**config.mk**
```make
export PLATFORM = sky130hd
export DESIGN_NAME = countdown_hms_04
export DESIGN_NICKNAME = d
export VERILOG_FILES = /design/src/rtl/countdown_hms_04.sv
export SDC_FILE = /design/constraint.sdc
export NUM_CORES = 1
export LEC_CHECK = 0
export ABC_CLOCK_PERIOD_IN_PS = 3300
export BUFFER_PORTS_ARGS = -buffer_cell sky130_fd_sc_hd__buf_2
export CORE_AREA = 2 2 62 70
export CTS_BUF_LIST = sky130_fd_sc_hd__clkbuf_4 sky130_fd_sc_hd__clkbuf_8
export CTS_CLUSTER_SIZE = 10
export DETAILED_ROUTE_END_ITERATION = 8
export DIE_AREA = 0 0 64 72
export PLACE_DENSITY_LB_ADDON = 0.08
export SLEW_MARGIN = 20
export SYNTH_ARGS = -nofsm -noshare
export SYNTH_HDL_FRONTEND = slang
export SYNTH_SLANG_ARGS = --single-unit
```
**constraint.sdc**
```tcl
create_clock -name clk_04 -period 3.3 [get_ports clk_04]
set_clock_uncertainty 0.2 [all_clocks]
set_input_delay 0.33 -clock clk_04 [delete_from_list [all_inputs] [get_ports clk_04]]
set_output_delay 0.33 -clock clk_04 [all_outputs]
set_load 0.005 [all_outputs]
```
**src/rtl/countdown_hms_04.sv**
```systemverilog
// BCD HH:MM:SS countdown timer.
// Loaded with a BCD time, it decrements once per 1 Hz tick while running and
// pulses done_04 when the count reaches 00:00:00.
// Ports:
//   clk_04       system clock
//   rst_04       synchronous active-high reset
//   tick_04      one-cycle 1 Hz strobe
//   load_04      load load_val_04 (checked for legality)
//   load_val_04  BCD H1 H0 M1 M0 S1 S0, [23:20] .. [3:0]
//   start_04     start / resume
//   pause_04     pause
//   dout_04      current BCD value, same packing as load_val_04
//   running_04   high while in RUN
//   done_04      one-cycle pulse on reaching 00:00:00
//   err_04       one-cycle pulse when a load is rejected
module countdown_hms_04 #(
    parameter int unsigned HOUR_MAX_TENS         = 2,
    parameter int unsigned HOUR_MAX_UNITS_AT_TOP = 3
) (
    input  logic        clk_04,
    input  logic        rst_04,
    input  logic        tick_04,
    input  logic        load_04,
    input  logic [23:0] load_val_04,
    input  logic        start_04,
    input  logic        pause_04,
    output logic [23:0] dout_04,
    output logic        running_04,
    output logic        done_04,
    output logic        err_04
);

    localparam int unsigned DIGIT_W = 4;
    localparam int unsigned TIME_W  = 24;

    localparam logic [DIGIT_W-1:0] H1_MAX = DIGIT_W'(HOUR_MAX_TENS);
    localparam logic [DIGIT_W-1:0] H0_TOP = DIGIT_W'(HOUR_MAX_UNITS_AT_TOP);

    typedef enum logic [1:0] {
        ST_IDLE  = 2'd0,
        ST_RUN   = 2'd1,
        ST_PAUSE = 2'd2
    } state_t;

    state_t state;

    logic              load_ok_c;
    logic [TIME_W-1:0] dec_val_c;

    // Load legality: BCD digits, tens of minutes/seconds <= 5, hours <= 23.
    always_comb begin
        load_ok_c = 1'b1;
        for (int i = 0; i < 6; i++) begin
            if (load_val_04[i*4 +: 4] > 4'd9) begin
                load_ok_c = 1'b0;
            end
        end
        if (load_val_04[7:4] > 4'd5 || load_val_04[15:12] > 4'd5) begin
            load_ok_c = 1'b0;
        end
        if (load_val_04[23:20] > H1_MAX) begin
            load_ok_c = 1'b0;
        end else if (load_val_04[23:20] == H1_MAX && load_val_04[19:16] > H0_TOP) begin
            load_ok_c = 1'b0;
        end
    end

    // One-second decrement with borrow rippling S0 -> S1 -> M0 -> M1 -> H0 -> H1.
    // H1 never underflows because a zero count is never decremented.
    always_comb begin
        logic             borrow;
        logic [DIGIT_W-1:0] wrap;
        dec_val_c = dout_04;
        borrow    = 1'b1;
        for (int i = 0; i < 6; i++) begin
            wrap = (i == 1 || i == 3) ? 4'd5 : 4'd9;
            if (borrow) begin
                if (i == 5) begin
                    dec_val_c[i*4 +: 4] = dout_04[i*4 +: 4] - 4'd1;
                    borrow = 1'b0;
                end else if (dout_04[i*4 +: 4] == 4'd0) begin
                    dec_val_c[i*4 +: 4] = wrap;
                end else begin
                    dec_val_c[i*4 +: 4] = dout_04[i*4 +: 4] - 4'd1;
                    borrow = 1'b0;
                end
            end
        end
    end

    // Control FSM and output registers; priority reset > load > start/pause > tick.
    always_ff @(posedge clk_04) begin
        if (rst_04) begin
            state      <= ST_IDLE;
            dout_04    <= '0;
            running_04 <= 1'b0;
            done_04    <= 1'b0;
            err_04     <= 1'b0;
        end else begin
            done_04 <= 1'b0;
            err_04  <= 1'b0;
            if (load_04) begin
                if (load_ok_c) begin
                    dout_04    <= load_val_04;
                    state      <= ST_IDLE;
                    running_04 <= 1'b0;
                end else begin
                    err_04 <= 1'b1;
                end
            end else if (start_04 && pause_04) begin
                // Conflicting commands: hold state, and the tick is dropped.
            end else if (start_04) begin
                if ((state == ST_IDLE && dout_04 != '0) || state == ST_PAUSE) begin
                    state      <= ST_RUN;
                    running_04 <= 1'b1;
                end
            end else if (pause_04) begin
                if (state == ST_RUN) begin
                    state      <= ST_PAUSE;
                    running_04 <= 1'b0;
                end
            end else if (tick_04 && state == ST_RUN) begin
                dout_04 <= dec_val_c;
                if (dec_val_c == '0) begin
                    done_04    <= 1'b1;
                    state      <= ST_IDLE;
                    running_04 <= 1'b0;
                end
            end
        end
    end

endmodule

```
==> results_dict.tcl <==
set metrics [dict create \
    place.gp.congestion 0.853 \
    postCtsSetupBuffers 0 \
    hold_viol_final 0 \
    timing.fmax_mhz 380 \
    synth_edf_count 0 \
    critPathArrivalTime_ps 2620 \
    track_usage_pct 24.0 \
    ys.flop_type "dfxtp_1" \
    status "finished clean" \
    grt_antenna_before_repair 0 \
    cp_max_fo 8 \
    totalPowerFinal_mw 0.944 \
    critPathLaunchType "flip-flop" \
    antenna_cells 0 \
    clk_latency_ps 290 \
    slowest_delay_ps 580 \
    fin_crit_sh_pct 79.7 \
    seq_area_frac_synth_pct 29.6 \
    synth.avg_cell_area_sq_um 7.17 \
    max_cap_viol_count 0 \
    max-vdd-ir-drop_uv 165 \
    crit_chain "or4_4 > or4_4 > or2_4 > nor4_4 > o21ai_1 > a32o_1" \
    initial_utilization_pct 48.8 \
    fp.dieW_um 64 \
    cpMaxStageDelayCell "or4_4" \
    fin_cells 359 \
    dpl.hpwl_um 3770 \
    initialDrtViolationCount 200 \
    wl_per_cell_um 14.7 \
    async_flop_share_pct 0 \
    syn_area_sq_um 1890 \
    cts_inserted_buffers 3 \
    final_layout_size_suffix_gt1_share_pct 24.4 \
    power.leakage_nw 0.924 \
    cts.clk_slew.worst_paths_ps 110 \
    grt_pass1_wl_um 9080 \
    clock-sinks 28 \
    hold_path.class "in -> reg" \
    wl_um 5270 \
    cts_hold_buf 0 \
    power_density_nw_per_um2 421 \
    clk_path_buf_depth 2 \
    port_buffers 56 \
    first_pass_iters 4 \
    crit_path_start "dout_04[9]" \
    placed_area_sq_um 2170 \
    core_area_sq_um 3870 \
    syn2layout_area_growth_pct 18.7 \
    ys_types 47 \
    vias 2086 \
    rr_startpoint "dout_04[9]" \
    root_buffer "clkbuf_8" \
    ys_ff_latch 28 \
    die_h_um 72 \
    viasPerCell 5.81 \
    fin_crit_ps 2630 \
    crit_path_frequent_cell "or4_4" \
    grt_pass1_vias 1864 \
    synth_fp_nets 296 \
    finalSetupViolations 0 \
    grt_max_degree 30 \
    relSlewSlack_pct 54.5 \
    drv_slew 0 \
    r2r_cells 6 \
    setup_tns_ps 0 \
    utilization_pct 57.9 \
    critPathKind "reg -> reg" \
    ios 57 \
    worstHoldStart "load_val_04[0]" \
    ys_warn_count 0 \
    rows 24 \
    dieArea_sq_um 4610 \
    place_inst 355 \
    synth_cells 264 \
    n_fill_cell 392 \
    cts_max_level 1 \
    cp.required_ps 3290 \
    hold_depth 3 \
    end_kind "flip-flop" \
    rsz0062_at_grt "false" \
    design_area_sq_um 2240 \
    drcViolationCount 0 \
    tritoncts "done" \
    final_nets 340 \
    ctsResizeCount 0 \
    ant_nets 0 \
    grt_overflow 0 \
    worst_slew_pin_slew_ps 676 \
]
## metrics by stage
step / setup WS (ps) / hold slack (ps)
after global placement: 736 / 296
after floorplan: 739 / 282
after detailed placement: 696 / 301
after CTS: 677 / 148
final: 669 / 141
after global routing: 561 / 160
## final cells by class
| cell class | instances | area, sq um | share of cell area [%] |
|---|---|---|---|
| clock buffers | 3 | 41.3 | 1.84 |
| clock inverters | 1 | 30.0 | 1.34 |
| inverters | 7 | 26.3 | 1.17 |
| multi-input cells | 208 | 1210 | 54.0 |
| flip-flops and latches | 28 | 561 | 25.0 |
| well taps | 52 | 65.1 | 2.90 |
| repair buffers | 60 | 310 | 13.8 |
## critical path, delay by kind of cell, from the launching register on
| kind | cells | cell delay (ps) |
|---|---|---|
| DFF | 1 | 370 |
| AOI/OAI and AO/OA | 2 | 300 |
| and+or+nand+nor | 4 | 1680 |
## cells in the mapped netlist, types with 5 or more instances
library cell	number	area, sq um
clkbuf_1	15	56.3
nand3_1	7	35.0
nor4_1	7	43.8
a211oi_1	5	37.5
dfxtp_1	28	561
inv_1	7	26.3
or3_1	6	37.5
nor3_1	11	55.1
o21ai_0	27	135
nand2_1	37	139
nor2_1	22	82.6
a21oi_1	22	110
## logic make-up after synthesis
logic type	count (synthesis)	share of synthesized area (%)
adder cells (fa/ha/maj)	2	1.32
AND/OR/NAND/NOR	116	33.0
flip-flops	28	29.6
AO/OA/AOI/OAI	86	27.6
multiplexers	2	1.12
XOR/XNOR	2	0.926
buffers and inverters	28	6.35
## worst paths after layout
check | end | slack (ps)
max | dout_04[23] | 670
min | dout_04[0] | 140
max reg2reg | dout_04[23] | 670
min reg2reg | dout_04[17] | 320
## per-layer routing
| layer | up-vias | wire [um] | global-route usage (%) |
|---|---|---|---|
| li1 | 1057 | - | - |
| met1 | 960 | 2490 | 33.9 |
| met2 | 65 | 2490 | 39.0 |
| met3 | 4 | 245 | 2.79 |
| met4 | 0 | 43 | 6.28 |
| met5 | - | 0 | 0 |
## state kept, by name, summed over array words and instances, names as in the netlist
register,cells
done_04,1
dout_04,24
err_04,1
state,2
## placed cells by master (no fill, tap or decap), drive strengths merged, types with 2 or more instances in the layout
cell type	instances
buf	60
nand2	37
o21ai	31
dfxtp	28
a21oi	22
nor2	22
nor3	12
nor4	9
or3	8
inv	7
nand3	7
a211oi	6
or4	5
o211ai	4
a31oi	4
nand4	4
o21a	3
a21o	3
o31ai	3
nor2b	3
clkbuf	3
a221oi	2
o41ai	2
nand2b	2
nor4b	2
xnor2	2
nor3b	2
o22ai	2
ha	2
or2	2
## power by group
group	leakage [nW]	switching [mW]	internal, mW
Combinational	0.660	0.163	0.118
Clock	0.0357	0.118	0.163
Sequential	0.228	0.0258	0.356
Total	0.924	0.307	0.637
Note: power is estimated with default switching activity, not from simulation.
